[src/rtl/lru_req_arbiter_if.sv]
// Requester/buffer bundle for lru_req_arbiter: per-requester req/ack/grant,
// the valid/data pair feeding the LRU buffer, busy, and a debug view of the FSM state.
interface lru_req_arbiter_if #(
    parameter int N_REQ  = 4,
    parameter int DATA_W = 8
);
    logic [N_REQ-1:0]        req;
    logic [N_REQ*DATA_W-1:0] req_data;
    logic [N_REQ-1:0]        ack;
    logic [N_REQ-1:0]        grant;
    logic                    buf_valid;
    logic [DATA_W-1:0]       buf_data;
    logic                    busy;
    logic [1:0]              state;      // debug: 0 idle, 1 wait, 2 done

    modport master (
        input  req, req_data,
        output ack, grant, buf_valid, buf_data, busy, state
    );

    modport slave (
        output req, req_data,
        input  ack, grant, buf_valid, buf_data, busy, state
    );
endinterface

[src/rtl/lru_req_arbiter.sv]
// Round-robin sequencer sharing one LRU buffer between N_REQ requesters.
// Define LRU_ARB_FIXED_PRIO_EN for fixed priority (lowest index wins, no pointer register).
module lru_req_arbiter #(
    parameter int N_REQ        = 4,
    parameter int DATA_W       = 8,
    parameter int GUARD_CYCLES = 12   // >= 11: buffer worst-case hit check + update walk
) (
    input logic               clk,
    input logic               rst,
    lru_req_arbiter_if.master bus
);
    // Handshake: a requester holds req (and its data) high until it sees its one-cycle
    // ack; the buffer gets one buf_valid pulse per transaction and buf_data stays
    // stable from issue until ack, since the buffer has no ready/done of its own.
    localparam int IDX_W = (N_REQ > 1) ? $clog2(N_REQ) : 1;
    localparam int CNT_W = $clog2(GUARD_CYCLES + 1);

    typedef enum logic [1:0] {
        IDLE = 2'd0,
        WAIT = 2'd1,
        DONE = 2'd2
    } state_t;

    state_t            state_q, state_d;
    logic [CNT_W-1:0]  cnt_q, cnt_d;
    logic [N_REQ-1:0]  ack_q, ack_d;
    logic [N_REQ-1:0]  grant_q, grant_d;
    logic              buf_valid_q, buf_valid_d;
    logic [DATA_W-1:0] buf_data_q, buf_data_d;
    logic              busy_q, busy_d;
    logic [IDX_W-1:0]  ptr_q;
    logic              win_found;
    logic [IDX_W-1:0]  win_idx;
    logic [IDX_W:0]    cand;

    // Search from the pointer upward with wrap; iterating downward leaves the
    // closest requester to the pointer as the final (winning) assignment.
    always_comb begin
        win_found = 1'b0;
        win_idx   = '0;
        cand      = '0;
        for (int k = N_REQ - 1; k >= 0; k--) begin
            cand = {1'b0, ptr_q} + (IDX_W + 1)'(k);
            if (cand >= (IDX_W + 1)'(N_REQ)) begin
                cand = cand - (IDX_W + 1)'(N_REQ);
            end
            if (bus.req[cand[IDX_W-1:0]]) begin
                win_found = 1'b1;
                win_idx   = cand[IDX_W-1:0];
            end
        end
    end

`ifdef LRU_ARB_FIXED_PRIO_EN
    assign ptr_q = '0;
`else
    logic [IDX_W-1:0] win_q;

    always_ff @(posedge clk or negedge rst) begin
        if (!rst) begin
            ptr_q <= '0;
            win_q <= '0;
        end else if (state_q == IDLE && win_found) begin
            win_q <= win_idx;
        end else if (state_q == DONE) begin
            ptr_q <= (win_q == IDX_W'(N_REQ - 1)) ? '0 : win_q + IDX_W'(1);
        end
    end
`endif

    // State register; every output is also a flop updated here.
    always_ff @(posedge clk or negedge rst) begin
        if (!rst) begin
            state_q     <= IDLE;
            cnt_q       <= '0;
            ack_q       <= '0;
            grant_q     <= '0;
            buf_valid_q <= 1'b0;
            buf_data_q  <= '0;
            busy_q      <= 1'b0;
        end else begin
            state_q     <= state_d;
            cnt_q       <= cnt_d;
            ack_q       <= ack_d;
            grant_q     <= grant_d;
            buf_valid_q <= buf_valid_d;
            buf_data_q  <= buf_data_d;
            busy_q      <= busy_d;
        end
    end

    // Next-state logic
    always_comb begin
        state_d = state_q;
        case (state_q)
            IDLE:    if (win_found) state_d = WAIT;
            WAIT:    if (cnt_q == CNT_W'(1)) state_d = DONE;
            DONE:    state_d = IDLE;
            default: state_d = IDLE;
        endcase
    end

    // Output logic: next values of the registered outputs
    always_comb begin
        cnt_d       = cnt_q;
        ack_d       = ack_q;
        grant_d     = grant_q;
        buf_valid_d = 1'b0;
        buf_data_d  = buf_data_q;
        case (state_q)
            IDLE: begin
                if (win_found) begin
                    buf_data_d  = bus.req_data[int'(win_idx) * DATA_W +: DATA_W];
                    buf_valid_d = 1'b1;
                    grant_d     = {{(N_REQ - 1){1'b0}}, 1'b1} << win_idx;
                    cnt_d       = CNT_W'(GUARD_CYCLES);
                end
            end
            WAIT: begin
                cnt_d = cnt_q - CNT_W'(1);
                if (cnt_q == CNT_W'(1)) begin
                    ack_d = grant_q;
                end
            end
            DONE: begin
                ack_d   = '0;
                grant_d = '0;
            end
            default: begin
                ack_d   = '0;
                grant_d = '0;
            end
        endcase
        busy_d = (state_d != IDLE);
    end

    assign bus.ack       = ack_q;
    assign bus.grant     = grant_q;
    assign bus.buf_valid = buf_valid_q;
    assign bus.buf_data  = buf_data_q;
    assign bus.busy      = busy_q;
    assign bus.state     = state_q;
endmodule

[src/flat_wrapper.sv]
// flat-port wrapper written by rule: the top's interface ports become plain ports
module lru_req_arbiter_flat 
#(
    parameter int N_REQ        = 4,
    parameter int DATA_W       = 8,
    parameter int GUARD_CYCLES = 12                                                      
)
  (clk, rst, bus_req, bus_req_data, bus_ack, bus_grant, bus_buf_valid, bus_buf_data, bus_busy, bus_state);
  lru_req_arbiter_if #(.N_REQ(N_REQ), .DATA_W(DATA_W)) bus_i ();
  input logic clk;
  input logic rst;
  input wire logic [$bits(bus_i.req)-1:0] bus_req;
  input wire logic [$bits(bus_i.req_data)-1:0] bus_req_data;
  output wire logic [$bits(bus_i.ack)-1:0] bus_ack;
  output wire logic [$bits(bus_i.grant)-1:0] bus_grant;
  output wire logic [$bits(bus_i.buf_valid)-1:0] bus_buf_valid;
  output wire logic [$bits(bus_i.buf_data)-1:0] bus_buf_data;
  output wire logic [$bits(bus_i.busy)-1:0] bus_busy;
  output wire logic [$bits(bus_i.state)-1:0] bus_state;
  assign bus_i.req = bus_req;
  assign bus_i.req_data = bus_req_data;
  assign bus_ack = bus_i.ack;
  assign bus_grant = bus_i.grant;
  assign bus_buf_valid = bus_i.buf_valid;
  assign bus_buf_data = bus_i.buf_data;
  assign bus_busy = bus_i.busy;
  assign bus_state = bus_i.state;
  lru_req_arbiter #(.N_REQ(N_REQ), .DATA_W(DATA_W), .GUARD_CYCLES(GUARD_CYCLES)) u_core (.clk(clk), .rst(rst), .bus(bus_i));
endmodule
[config.mk]
export PLATFORM = sky130hd
export DESIGN_NAME = lru_req_arbiter_flat
export DESIGN_NICKNAME = d
export VERILOG_FILES = /design/src/rtl/lru_req_arbiter_if.sv /design/src/rtl/lru_req_arbiter.sv /design/src/flat_wrapper.sv
export SDC_FILE = /design/constraint.sdc
export NUM_CORES = 1
export LEC_CHECK = 0
export BUFFER_PORTS_ARGS = -buffer_cell sky130_fd_sc_hd__clkbuf_2
export CAP_MARGIN = 20
export CORE_AREA = 2 2 64 66
export DETAILED_ROUTE_END_ITERATION = 10
export DIE_AREA = 0 0 66 68
export PLACE_DENSITY = 0.66
export SLEW_MARGIN = 20
export SYNTH_ARGS = -nofsm -noshare
export SYNTH_HDL_FRONTEND = slang
export SYNTH_SLANG_ARGS = --single-unit
[constraint.sdc]
create_clock -name clk -period 3.99 [get_ports clk]
set_input_delay 0.798 -clock clk [delete_from_list [all_inputs] [get_ports clk]]
set_output_delay 0.798 -clock clk [all_outputs]
set_load 0.005 [all_outputs]
# Word-level counts from Yosys, hierarchy flattened
# Index checks and enable logic that the tools add are counted.
# word_totals
regBits,28
rom_bits,0
output_inout_bits,20
wordCells,78
ramBits,0
inputBits,38
latch_bits,0
memories,0
# op_classes
n_eq_ne,6
n_mux,32
n_lt_le_gt_ge,8
n_mul,0
div,0
n_reduce_logical,9
bitwise,3
addsub,9
n_shift,2
# op_table
cell,count
variable part select 32 x 6 -> 8 bit,1
case mux 4 bit (2 select lines),3
2-to-1 mux 2 bit,11
less-than comparator 2 x 3 -> 1 bit (second input constant),4
2-to-1 mux 4 bit,3
2-to-1 mux 1 bit,10
AND reduction 2 bit,5
>= comparator 3 bit (second input constant),3
binary-select mux 1 bit (select 2 bit),4
subtractor 2 x 1 -> 2 bit (second input constant),4
adder 2 x 2 -> 3 bit (second input constant),2
== test 2 bit (second input constant),2
== test 4 x 1 -> 1 bit (second input constant),1
inequality test 2 x 1 -> 1 bit (second input constant),2
case mux 2 bit (2 select lines),1
nonzero test 2 bit,2
left shift 1 x 2 -> 4 bit (first input constant),1
subtractor 4 x 1 -> 4 bit (second input constant),1
adder 2 x 1 -> 3 bit (second input constant),1
>= comparator 2 x 3 -> 1 bit (second input constant),1
NOT 1 bit,3
adder 2 x 1 -> 2 bit (second input constant),1
== test 2 x 1 -> 1 bit (second input constant),1
logical NOT 2 bit,1
logical AND 1 bit,1

# Longest topological paths before layout
# Gate-level depths: netlist of the first run.
# logic_depth
depth_word,12
mapped_depth,8
mapped_depth_nobuf,6

# Least setup slack after synthesis of the first run
# Ideal clock, no wire load.
# synth_path
kind,in2reg
start,input port bus_req[1]
end,register u_core.buf_data_q[0] (netlist: u_core.bus.buf_data[0])
required_time_ns,3.856
arrival_ns,2.039
setup_time_ns,0.134
path_slack_ns,1.817
n_path_buf,2
path_stages,7
cell_sequence,nor4_1 -> or3_1 -> buf_2 -> or3_1 -> clkbuf_2 -> a211oi_1 -> a211oi_1
# synth_between
elab_chain_cells,7
elab_cells_between_ends,18
cone_classes,1 x shift; 16 x mux; 1 x reduce/logical
# synth_lines
item,line,rtl
start: declaration,flat_wrapper.sv:12,input wire logic [$bits(bus_i.req)-1:0] bus_req;
binary-select mux 1 bit (select 2 bit),lru_req_arbiter.sv:47,if (bus.req[cand[IDX_W-1:0]]) begin
2-to-1 mux 1 bit (not written as such),lru_req_arbiter.sv:47,
2-to-1 mux 2 bit / 2-to-1 mux 1 bit (equally long branches) (4 in series),lru_req_arbiter.sv:47,
variable part select 32 x 6 -> 8 bit / AND reduction 2 bit (equally long branches),n/a,
end signal: assignment,lru_req_arbiter.sv:87,buf_data_q <= buf_data_d;
end: declaration,lru_req_arbiter.sv:29,"logic [DATA_W-1:0] buf_data_q, buf_data_d;"
# Several ways; a longest one is shown, not always the timed one. The select of a mux whose other input is x is not followed.
# A chain may end at the register's enable or synchronous reset.

# Worst setup path after layout of the first run
# layout_path
start,input port bus_req[0]
end,register u_core.buf_data_q[7] (netlist: u_core.bus.buf_data[7])
# The elaborated chain is that of the path after synthesis.

==> results of run 1 <==
-- cell usage after synthesis, drive strengths merged, types with 3 or more instances --
library cell | count | area, µm²
dfrtp | 28 | 701
nor2 | 20 | 75.1
nand2 | 19 | 71.3
a211oi | 16 | 120
mux2i | 13 | 130
nor3 | 10 | 50.1
inv | 7 | 26.3
buf | 6 | 36.3
o21ai | 5 | 25.0
ha | 3 | 37.5
nand2b | 3 | 18.8
-- area by class of cell --
class                   instances  area, µm²  share of cell area [%]
flip-flops and latches         28        701                    38.2
repair buffers                 57        285                    15.6
well taps                      50       62.6                    3.41
multi-input cells             110        688                    37.5
clock buffers                   3       41.3                    2.25
inverters                       7       26.3                    1.43
clock inverters                 1       30.0                    1.64
-- registers in the layout (all words and copies together), names as in the netlist --
signal                cells
u_core.bus.grant          4
u_core.cnt_q              4
u_core.bus.buf_valid      1
u_core.ptr_q              2
u_core.bus.buf_data       8
u_core.win_q              2
u_core.bus.busy           1
u_core.bus.state          2
u_core.bus.ack            4
-- worst min path at each step --
stage | startpoint | to | slack [ns] | cells after the start
2_1_floorplan | u_core.win_q[1]$_DFFE_PN0P_ | u_core.win_q[1]$_DFFE_PN0P_ | 0.45 | 2
3_3_place_gp | u_core.win_q[1]$_DFFE_PN0P_ | u_core.win_q[1]$_DFFE_PN0P_ | 0.48 | 2
3_5_place_dp | u_core.win_q[1]$_DFFE_PN0P_ | u_core.win_q[1]$_DFFE_PN0P_ | 0.48 | 2
4_1_cts | u_core.cnt_q[3]$_DFFE_PN0P_ | u_core.bus.state[1]$_DFF_PN0_ | 0.50 | 1
5_1_grt | u_core.win_q[1]$_DFFE_PN0P_ | u_core.win_q[1]$_DFFE_PN0P_ | 0.53 | 2
6_report | u_core.cnt_q[3]$_DFFE_PN0P_ | u_core.bus.state[1]$_DFF_PN0_ | 0.51 | 1
-- per-layer routing --
layer / global-route usage [%] / vias up
li1: - / 654
met1: 19.5 / 591
met2: 25.9 / 22
met3: 1.15 / 5
met4: 6.12 / 0
met5: 0 / -
-- kinds of logic after synthesis --
kind of cell / after synthesis
flops: 28
simple gates: 60
fa+ha+maj: 3
compound gates: 33
mux: 14
buf+inv: 15
-- stage by stage --
stage | instance area [µm²] | setup WS, ns
after floorplan | 1460 | 1.82
after detailed placement | 1760 | 1.41
after CTS | 1830 | 1.72
after global routing | 1830 | 1.47
final | 1830 | 1.72
after global placement | 1760 | 1.38
-- power by group --
part	switching, mW	internal (mW)
registers	0.101	0.407
logic	0.263	0.227
clock network	0.0892	0.134
total	0.453	0.768
==> implementation parameters, run 1 <==
Parameter                              Value

Routing
  Per-cell via count in the routed design    4.97
  Highest layer used for signal routing    met4
  Final Routed Wirelength    3360 µm
  Post-DR wirelength/cell    13.1 µm
  First-pass iteration count of the detailed router    4
  Detailed-routing wirelength on met1    1520 µm
  Remaining number of nets flagged by the antenna check after routing    0
  Number of DRC markers after the initial detailed-route iteration    59
  Routed wire length on met3    86 µm
  Met2 routed WL    1690 µm
  Via Count    1,272
  Drc violations    0

STA
  Post-route fraction of the period consumed by the critical path    56.9%
  Highest achievable clock rate    440 MHz
  Final Setup Violations    0
  Setup TNS    0 ns
  Smallest hold slack    0.506 ns
  Max-slew headroom at the worst pin    42.9%
  Slew at the pin closest to its max-slew limit    0.850 ns
  Min cycle time layout    2.27 ns
  Unrepaired setup endpoints after global routing    no
  Fin Clk Skew    0.00754 ns
  Final Hold Fails    0
  Number of pins exceeding their max-slew limit in the final report    0

Floorplan
  Die footprint    4490 µm²
  Std-Cell Core Area    3860 µm²
  Horizontal die dimension    66 µm
  Initial standard-cell utilization of the core    37.9%
  Num ports    58
  Core Rows    23
  Die Y-Extent    68 µm

Worst setup path
  Number of cells on the critical path    7
  WS Path Type    in2reg
  FF-to-FF End    u_core.bus.buf_data[7]$_DFFE_PN0P_
  Reg2reg path depth    5
  Worst setup path end    u_core.bus.buf_data[7]$_DFFE_PN0P_
  Cell with the most instances on the worst path    a211oi_1
  Critical path's slowest cell    nor4_1
  Gate family responsible for the most delay along the worst path    simple AND/OR/NAND/NOR gates
  Arr. time, crit path    2.47 ns
  Launch point of the worst reg-to-reg path    u_core.bus.state[1]$_DFF_PN0_
  Register-to-Register Setup Slack    1.91 ns
  Capturing element type of the critical path    flip-flop
  Longest individual stage delay on the worst path    0.47 ns
  Worst Setup Start Kind    input pin
  Buffers & Inverters on Critical Path    2
  Start point of the critical path    bus_req[0]
  Max Fanout on Critical Path    11
  Worst EP required    4.19 ns
  Worst-path cell chain    clkbuf_2 -> nor4_1 -> or3_1 -> inv_1 -> o21ai_0 -> a211oi_1 -> a211oi_1

Clocking
  Clk sinks    28
  Post CTS Setup Buffer Count    0
  H-tree depth    1
  Clk buf depth    2
  Skew-Pair Late Insertion Delay    0.28 ns
  Clock tree from TritonCTS    done
  Clock-pin slew reported for the worst setup and hold paths after clock tree synthesis    0.10 ns
  Resize count post-CTS    0
  Number of buffers inserted during clock tree synthesis    3
  Cts-stage hold buffer count    0
  Clk root buf    clkbuf_8

Placement
  Placed wire-length estimate    2580 µm
  Cell count after placement    252
  Number of buffers inserted by port buffering    57
  GPL Wtd Cong    0.851

Final layout
  Leading cell type in the layout, fill and taps excluded    clkbuf_2
  Post-layout nets    248
  Fraction of layout cells with a size suffix above 1    31.6%
  Non-filler cells, final    256
  Antenna diode count    0
  Final standard cell utilization of the core    47.6%
  Signed area change from the synthesized netlist to the final layout    25.6%
  Total of fill cells in the finished design    397
  Highest-count cells in the layout ignoring fill and taps    57 x clkbuf_2, 28 x dfrtp_1, 20 x nor2_1

Flow run
  # Max-Cap Violations    0

Synthesis
  Combined area of all synthesized cells    1460 µm²
  Xor and xnor area share after synthesis    0%
  Yosys cell types    31
  Syn_nets    194
  Async S/R FF share, synth    100%
  Simple-gate portion of the synthesized area    18.3%
  Number of synthesis warnings    0
  Sequential share of the synthesized area    48.0%
  Dominant combinational cell family by area after synthesis    simple AND/OR/NAND/NOR gates
  Dominant synthesized flop cell    dfrtp_1
  Number of synthesized register bits    28
  Fraction of the mapped netlist area in compound gates    16.6%
  Average size of a mapped cell    9.54 µm²
  Cells after Synth    153
  Number of flops mapped to enable cells by yosys    0
  Mux cell area share after synthesis    9.68%
  Post-synthesis adder-cell area fraction    2.57%

GRT
  Largest net degree at the start of global routing    29
  Global routing usage summed across all routing layers    15.0%
  First-pass GRT wire length    5200 µm
  Aggregate global routing overflow    0
  Antenna violations before repair    0
  Vias in the first global route    1,195

Status
  Run status    complete, no violations

Min path
  Class of the tightest hold or removal check    reg2reg

Power
  Peak supply drop    0.234 mV
  Total power    1.22 mW
  Leakage power    0.927 nW
  Power Dens Cells    666 nW/µm²
(Power assumes the default switching activity.)
==> run 2: changes to the inputs <==
==> constraint.sdc (replaced) <==
create_clock -name clk -period 2.2 [get_ports clk]
set_input_delay 0.44 -clock clk [delete_from_list [all_inputs] [get_ports clk]]
set_output_delay 0.44 -clock clk [all_outputs]
set_load 0.005 [all_outputs]
==> run 2 against run 1 <==
Against the previous run:
- sequential share of layout area fell by 0.26 points
- clock power rose by 21%
- combinational power rose by 93%
- clock skew fell by 0.00082 ns
- final area rose by 0.68%
- routed wire length rose by 5.7%
- critical path depth fell by 3
==> implementation parameters, run 2 (synthesis gave the netlist of run 1 again) <==
Parameter                              Value

Floorplan
  Std-Cell Core Area    3860 µm² (unchanged)
  Core Rows    23 (unchanged)
  Horizontal die dimension    66 µm (unchanged)
  Num ports    58 (unchanged)
  Die Y-Extent    68 µm (unchanged)
  Die footprint    4490 µm² (unchanged)
  Initial standard-cell utilization of the core    37.9% (unchanged)

Final layout
  Post-layout nets    253 (was 248)
  Leading cell type in the layout, fill and taps excluded    clkbuf_2 (unchanged)
  Antenna diode count    0 (unchanged)
  Fraction of layout cells with a size suffix above 1    32.9% (was 31.6%)
  Signed area change from the synthesized netlist to the final layout    26.5% (was 25.6%)
  Total of fill cells in the finished design    405 (was 397)
  Highest-count cells in the layout ignoring fill and taps    57 x clkbuf_2, 28 x dfrtp_1, 19 x nand2_1, 19 x nor2_1, 16 x a211oi_1 (was 57 x clkbuf_2, 28 x dfrtp_1, 20 x nor2_1)
  Flip-flop count of the largest register, all copies and words added    8 (unchanged)
  Non-filler cells, final    260 (was 256)

STA
  Fin Clk Skew    0.00672 ns (was 0.00754 ns)
  Final Hold Fails    0 (unchanged)
  Highest achievable clock rate    526 MHz
  Slew at the pin closest to its max-slew limit    0.710 ns (was 0.850 ns)
  Max-slew headroom at the worst pin    52.6% (was 42.9%)
  Fin worst setup slack    0.299 ns (was 1.72 ns)
  Min cycle time layout    1.90 ns
  Number of pins exceeding their max-slew limit in the final report    0 (unchanged)
  Unrepaired setup endpoints after global routing    no (unchanged)
  Final Setup Violations    0 (unchanged)
  Post-route fraction of the period consumed by the critical path    86.4%
  Setup TNS    0 ns (unchanged)

Routing
  Detailed-routing wirelength on met1    1660 µm (was 1520 µm)
  Post-DR wirelength/cell    13.7 µm (was 13.1 µm)
  Number of DRC markers after the initial detailed-route iteration    76 (was 59)
  Drc violations    0 (unchanged)
  Per-cell via count in the routed design    5.14 (was 4.97)
  Via Count    1,336 (was 1,272)
  Routed wire length on met3    116 µm (was 86 µm)
  Highest layer used for signal routing    met4 (unchanged)
  First-pass iteration count of the detailed router    5 (was 4)
  Final Routed Wirelength    3550 µm (was 3360 µm)
  Remaining number of nets flagged by the antenna check after routing    0 (unchanged)
  Met2 routed WL    1730 µm (was 1690 µm)

GRT
  Aggregate global routing overflow    0 (unchanged)
  Vias in the first global route    1,167 (was 1,195)
  Global routing usage summed across all routing layers    15.2% (was 15.0%)
  Largest net degree at the start of global routing    29 (unchanged)
  Antenna violations before repair    0 (unchanged)
  First-pass GRT wire length    5300 µm (was 5200 µm)

Clocking
  Clk buf depth    2 (unchanged)
  H-tree depth    1 (unchanged)
  Clock-pin slew reported for the worst setup and hold paths after clock tree synthesis    0.09 ns (was 0.10 ns)
  Skew-Pair Late Insertion Delay    0.27 ns (was 0.28 ns)
  Clk sinks    28 (unchanged)
  Clk root buf    clkbuf_8 (unchanged)
  Clock tree from TritonCTS    done (unchanged)
  Post CTS Setup Buffer Count    0 (unchanged)
  Number of buffers inserted during clock tree synthesis    3 (unchanged)

Worst setup path
  Max Fanout on Critical Path    7 (was 11)
  Worst Setup Start Kind    flip-flop (was input pin)
  Capturing element type of the critical path    flip-flop (unchanged)
  Arr. time, crit path    2.05 ns (was 2.47 ns)
  Worst EP required    2.35 ns (was 4.19 ns)
  WS Path Type    reg2reg (was in2reg)

Placement
  Placed wire-length estimate    2620 µm (was 2580 µm)
  GPL Wtd Cong    0.760 (was 0.851)
  Cell count after placement    256 (was 252)
  Number of buffers inserted by port buffering    57 (unchanged)
  Placement-stage worst setup slack    0.0478 ns (was 1.41 ns)

Power
  Leakage power    0.935 nW (was 0.927 nW)
  Power Dens Cells    1150 nW/µm² (was 666 nW/µm²)
  Peak supply drop    0.402 mV (was 0.234 mV)

Status
  Run status    complete, no violations (unchanged)

Min path
  Class of the tightest hold or removal check    in2async (was reg2reg)

Flow run
  # Max-Cap Violations    0 (unchanged)
[run 2: cell count changes in the layout (fill, tap and decap cells not counted), sizes merged]
cell,before,now
buf,0,4
a311o,1,2
bufinv,1,0
[run 2: path summary, 6_finish.rpt]
path	start	to	slack (ns)	cells after the start
max in group asynchronous	rst	u_core.bus.state[0]$_DFF_PN0_	1.54	1
worst min register to register	u_core.cnt_q[3]$_DFFE_PN0P_	u_core.bus.state[1]$_DFF_PN0_	0.50	1
worst min-delay path	rst	u_core.bus.buf_data[1]$_DFFE_PN0P_	0.20	1
worst max-delay path	u_core.bus.state[0]$_DFF_PN0_	u_core.bus.buf_data[1]$_DFFE_PN0P_	0.30	4
worst max register to register	u_core.bus.state[0]$_DFF_PN0_	u_core.bus.buf_data[1]$_DFFE_PN0P_	0.30	4
min in group clk	bus_req_data[8]	u_core.bus.buf_data[0]$_DFFE_PN0P_	0.47	3
[run 2: per-stage QoR]
stage	power (mW)	hold WS, ns	area [µm²]	utilization [%]
after floorplan	1.53	0.144	1460	-
after global placement	1.84	0.478	1790	46.5
after detailed placement	1.86	0.476	1790	46.5
after CTS	2.14	0.216	1830	47.6
after global routing	2.33	0.240	1850	47.9
final	2.13	0.201	1850	47.9
[run 2: layout make-up]
| cell class | count | area (µm²) | area share [%] |
|---|---|---|---|
| clock buffers | 3 | 41.3 | 2.24 |
| well taps | 50 | 62.6 | 3.39 |
| repair buffers | 61 | 315 | 17.1 |
| multi-input cells | 111 | 701 | 37.9 |
| flip-flops and latches | 28 | 701 | 37.9 |
| inverters | 7 | 26.3 | 1.42 |
[run 2: where the power goes]
group          internal (mW)  switching [mW]  total [mW]
clock                  0.123           0.150       0.272
combinational          0.439           0.505       0.944
sequential             0.738           0.178       0.916
[run 2: per-layer routing]
layer	GRT usage, %	vias to the layer above
li1	-	663
met1	21.5	637
met2	23.7	32
met3	1.97	4
met4	6.38	0
met5	0	-
[run 2: what timing repair did]
| item | 4_1_cts | 5_1_grt |
|---|---|---|
| endpoints found under the setup margin | 0 | 8 |
| hold buffers | 0 | 0 |
| resized for setup | 0 | 1 |
[run 2: worst max-delay path, stage by stage, from the launching register on]
cell and delay, ns:
dfrtp_1 0.45, or3_1 0.46, or3_1 0.53, a211oi_1 0.27, a211oi_1 0.08
==> run 3: changes to the inputs <==
--- a/config.mk
+++ b/config.mk
@@ -5,13 +5,12 @@
 export SDC_FILE = /design/constraint.sdc
 export NUM_CORES = 1
 export LEC_CHECK = 0
+export ABC_AREA = 1
 export BUFFER_PORTS_ARGS = -buffer_cell sky130_fd_sc_hd__clkbuf_2
 export CAP_MARGIN = 20
-export CORE_AREA = 2 2 64 66
+export CORE_AREA = 2 2 70 72
 export DETAILED_ROUTE_END_ITERATION = 10
-export DIE_AREA = 0 0 66 68
-export PLACE_DENSITY = 0.66
-export SLEW_MARGIN = 20
+export DIE_AREA = 0 0 72 74
 export SYNTH_ARGS = -nofsm -noshare
 export SYNTH_HDL_FRONTEND = slang
 export SYNTH_SLANG_ARGS = --single-unit
==> run 3 against run 2 <==
Against the previous run:
- total power is 33% higher
- clock-buffer cell count is 1 higher
- cell count rose by 36%
- register-to-register slack lost 0.03 ns
- core utilization fell by 2.4 points
- critical path type unchanged
- largest power group unchanged
==> implementation parameters, run 3 <==
Parameter                              Value

Synthesis
  Biggest area contributors in the synthesized netlist    dfrtp_1 40%, nand2_1 23%, inv_1 5.6% (was dfrtp_1 48%, mux2i_1 8.9%, a211oi_1 8.2%)
  Cells after Synth    243 (was 153)
  Top-count cell post-synth    nand2_1 (was dfrtp_1)
  Dominant synthesized flop cell    dfrtp_1 (unchanged)
  Most instantiated cells after synthesis    108 x nand2_1, 28 x dfrtp_1, 26 x inv_1, 17 x nand3_1, 13 x nor2_1 (was 28 x dfrtp_1, 20 x nor2_1, 19 x nand2_1, 16 x a211oi_1, 13 x mux2i_1)
  Yosys cell types    23 (was 31)
  Cell type contributing the most total cell area after synthesis    dfrtp_1 (unchanged)
  Number of flops mapped to enable cells by yosys    0 (unchanged)
  Sequential share of the synthesized area    39.9% (was 48.0%)
  Area share of the largest cell type after synthesis    39.9% (was 48.0%)
  Syn_nets    284 (was 194)
  Average size of a mapped cell    7.22 µm² (was 9.54 µm²)
  Async S/R FF share, synth    100% (unchanged)
  Combined area of all synthesized cells    1760 µm² (was 1460 µm²)
  Number of synthesized register bits    28 (unchanged)
  Number of synthesis warnings    0 (unchanged)

Worst setup path
  FF-to-FF End    u_core.bus.buf_data[7]$_DFFE_PN0P_ (was u_core.bus.buf_data[1]$_DFFE_PN0P_)
  Max Fanout on Critical Path    12 (was 7)
  Capturing element type of the critical path    flip-flop (unchanged)
  Worst EP required    2.37 ns (was 2.35 ns)
  Launch point of the worst reg-to-reg path    u_core.ptr_q[0]$_DFFE_PN0P_ (was u_core.bus.state[0]$_DFF_PN0_)
  Arr. time, crit path    2.10 ns (was 2.05 ns)
  Worst Setup Start Kind    flip-flop (unchanged)
  WS Path Type    reg2reg (unchanged)
  Reg2reg path depth    11 (was 4)
  Register-to-Register Setup Slack    0.27 ns (was 0.30 ns)

Final layout
  Post-layout nets    341 (was 253)
  Highest-count cells in the layout ignoring fill and taps    108 x nand2_1, 57 x clkbuf_2, 27 x dfrtp_1 (was 57 x clkbuf_2, 28 x dfrtp_1, 19 x nand2_1, 19 x nor2_1, 16 x a211oi_1)
  Antenna diode count    0 (unchanged)
  Area occupied by registers    702 µm² (was 701 µm²)
  Signed area change from the synthesized netlist to the final layout    19.1% (was 26.5%)
  Total of fill cells in the finished design    482 (was 405)
  Total area of multi-input combinational cells    846 µm² (was 701 µm²)
  Flip-flop count of the largest register, all copies and words added    8 (unchanged)
  Leading cell type in the layout, fill and taps excluded    nand2_1 (was clkbuf_2)
  Fraction of layout cells with a size suffix above 1    26.4% (was 32.9%)

STA
  Smallest hold slack    0.185 ns (was 0.201 ns)
  Max-slew headroom at the worst pin    54.3% (was 52.6%)
  Post-route fraction of the period consumed by the critical path    87.6% (was 86.4%)
  Fin worst setup slack    0.274 ns (was 0.299 ns)
  Unrepaired setup endpoints after global routing    no (unchanged)
  Final Hold Fails    0 (unchanged)
  Highest achievable clock rate    519 MHz (was 526 MHz)
  Final Setup Violations    0 (unchanged)
  Min cycle time layout    1.93 ns (was 1.90 ns)
  Number of pins exceeding their max-slew limit in the final report    0 (unchanged)
  Fin Clk Skew    0.00571 ns (was 0.00672 ns)
  Slew at the pin closest to its max-slew limit    0.686 ns (was 0.710 ns)
  Setup TNS    0 ns (unchanged)

Clocking
  Clock-pin slew reported for the worst setup and hold paths after clock tree synthesis    0.09 ns (about the same)
  Cts-stage hold buffer count    0 (unchanged)
  Clk sinks    28 (unchanged)
  Clk root buf    clkbuf_8 (unchanged)
  Skew-Pair Late Insertion Delay    0.27 ns (about the same)
  Number of buffers inserted during clock tree synthesis    3 (unchanged)
  H-tree depth    1 (unchanged)
  Clock tree from TritonCTS    done (unchanged)
  Post CTS Setup Buffer Count    0 (unchanged)
  Clk buf depth    2 (unchanged)

Routing
  Via Count    1,641 (was 1,336)
  Remaining number of nets flagged by the antenna check after routing    0 (unchanged)
  Number of DRC markers after the initial detailed-route iteration    81 (was 76)
  Final Routed Wirelength    4060 µm (was 3550 µm)
  Per-cell via count in the routed design    4.65 (was 5.14)
  First-pass iteration count of the detailed router    4 (was 5)
  Drc violations    0 (unchanged)
  Post-DR wirelength/cell    11.5 µm (was 13.7 µm)

Floorplan
  Initial standard-cell utilization of the core    38.2% (was 37.9%)
  Die Y-Extent    74 µm (was 68 µm)
  Horizontal die dimension    72 µm (was 66 µm)
  Core Rows    25 (was 23)
  Std-Cell Core Area    4600 µm² (was 3860 µm²)
  Num ports    58 (unchanged)
  Die footprint    5330 µm² (was 4490 µm²)

Power
  Total power    2.84 mW (was 2.13 mW)
  Power Dens Cells    1360 nW/µm² (was 1150 nW/µm²)
  Leakage power    1.23 nW (was 0.935 nW)
  Peak supply drop    0.456 mV (was 0.402 mV)

Placement
  GPL Wtd Cong    0.785 (was 0.760)
  Number of buffers inserted by port buffering    57 (unchanged)
  Placed wire-length estimate    3090 µm (was 2620 µm)
  Placement-stage worst setup slack    0.227 ns (was 0.0478 ns)

GRT
  First-pass GRT wire length    6850 µm (was 5300 µm)
  Largest net degree at the start of global routing    29 (unchanged)
  Aggregate global routing overflow    0 (unchanged)
  Vias in the first global route    1,575 (was 1,167)
  Antenna violations before repair    0 (unchanged)
  Global routing usage summed across all routing layers    16.2% (was 15.2%)

Status
  Run status    complete, no violations (unchanged)

Flow run
  # Max-Cap Violations    0 (unchanged)

Min path
  Class of the tightest hold or removal check    in2async (unchanged)
==> run 3: cell count changes after synthesis, moves of 4 or more <==
cell      change
inv_1        +19
nand3_1      +17
a211oi_1     -16
nand2_1      +89
nand3_2       +9
o21ai_0       +6
nor3_1       -10
o22ai_1       +4
nor2_1        -7
mux2i_1      -13
==> run 3: cell families after synthesis <==
kind of cell	Yosys count	share of synthesized area (%)
AO/OA/AOI/OAI	21	6.41
XOR/XNOR	2	0.998
buffers and inverters	36	11.9
adder cells (fa/ha/maj)	3	2.14
AND/OR/NAND/NOR	153	38.6
flip-flops	28	39.9
==> run 3: how the worst max path moves through the flow <==
stage / from / endpoint / slack, ns
final: u_core.ptr_q[0]$_DFFE_PN0P_ / u_core.bus.buf_data[7]$_DFFE_PN0P_ / 0.27
after global routing: u_core.ptr_q[0]$_DFFE_PN0P_ / u_core.bus.buf_data[0]$_DFFE_PN0P_ / 0.02
after CTS: u_core.ptr_q[0]$_DFFE_PN0P_ / u_core.bus.buf_data[7]$_DFFE_PN0P_ / 0.19
after detailed placement: u_core.ptr_q[0]$_DFFE_PN0P_ / u_core.bus.buf_data[7]$_DFFE_PN0P_ / 0.23
after global placement: u_core.ptr_q[0]$_DFFE_PN0P_ / u_core.bus.buf_data[0]$_DFFE_PN0P_ / 0.28
after floorplan: u_core.ptr_q[0]$_DFFE_PN0P_ / u_core.bus.buf_data[0]$_DFFE_PN0P_ / 0.56
==> run 3: area by class of cell <==
class,instances,area share [%]
flip-flops and latches,28,33.6
inverters,26,4.67
clock buffers,4,2.63
repair buffers,62,15.4
well taps,54,3.23
multi-input cells,179,40.5
==> run 3: repair_timing <==
item | 4_1_cts | 5_1_grt
gates resized for setup | 0 | 1
setup endpoints to repair | 0 | 7
endpoints found under the hold margin | 0 | 0
==> run 3: metrics by stage <==
| stage | utilization, % | cell area, µm² | instances |
|---|---|---|---|
| floorplan | - | 1760 | 243 |
| global placement | 44.2 | 2030 | 349 |
| detailed placement | 44.2 | 2030 | 349 |
| CTS | 45.4 | 2090 | 353 |
| global route | 45.5 | 2090 | 353 |
| finish | 45.5 | 2090 | 353 |
==> run 3: worst max-delay path, stage by stage (launching register included) <==
cell,delay (ns)
dfrtp_2,0.50
xnor2_1,0.26
nand2_1,0.13
nand3_2,0.11
nand3_2,0.20
buf_4,0.27
nand3_1,0.09
nand2_1,0.06
nand2_1,0.05
nand2_1,0.05
nand2_1,0.05
nand2_1,0.05
==> run 3: power breakdown <==
group	total [mW]	switching, mW	leakage [nW]	internal (mW)
combinational	1.63	1.02	0.850	0.618
sequential	0.889	0.158	0.347	0.732
clock	0.317	0.157	0.0288	0.160
==> run 3: metal layers <==
| layer | GRT usage, % | vias up | wire length, µm |
|---|---|---|---|
| li1 | - | 869 | - |
| met1 | 22.0 | 730 | 1920 |
| met2 | 27.2 | 37 | 1930 |
| met3 | 2.17 | 5 | 161 |
| met4 | 4.82 | 0 | 48 |
| met5 | 0 | - | 0 |
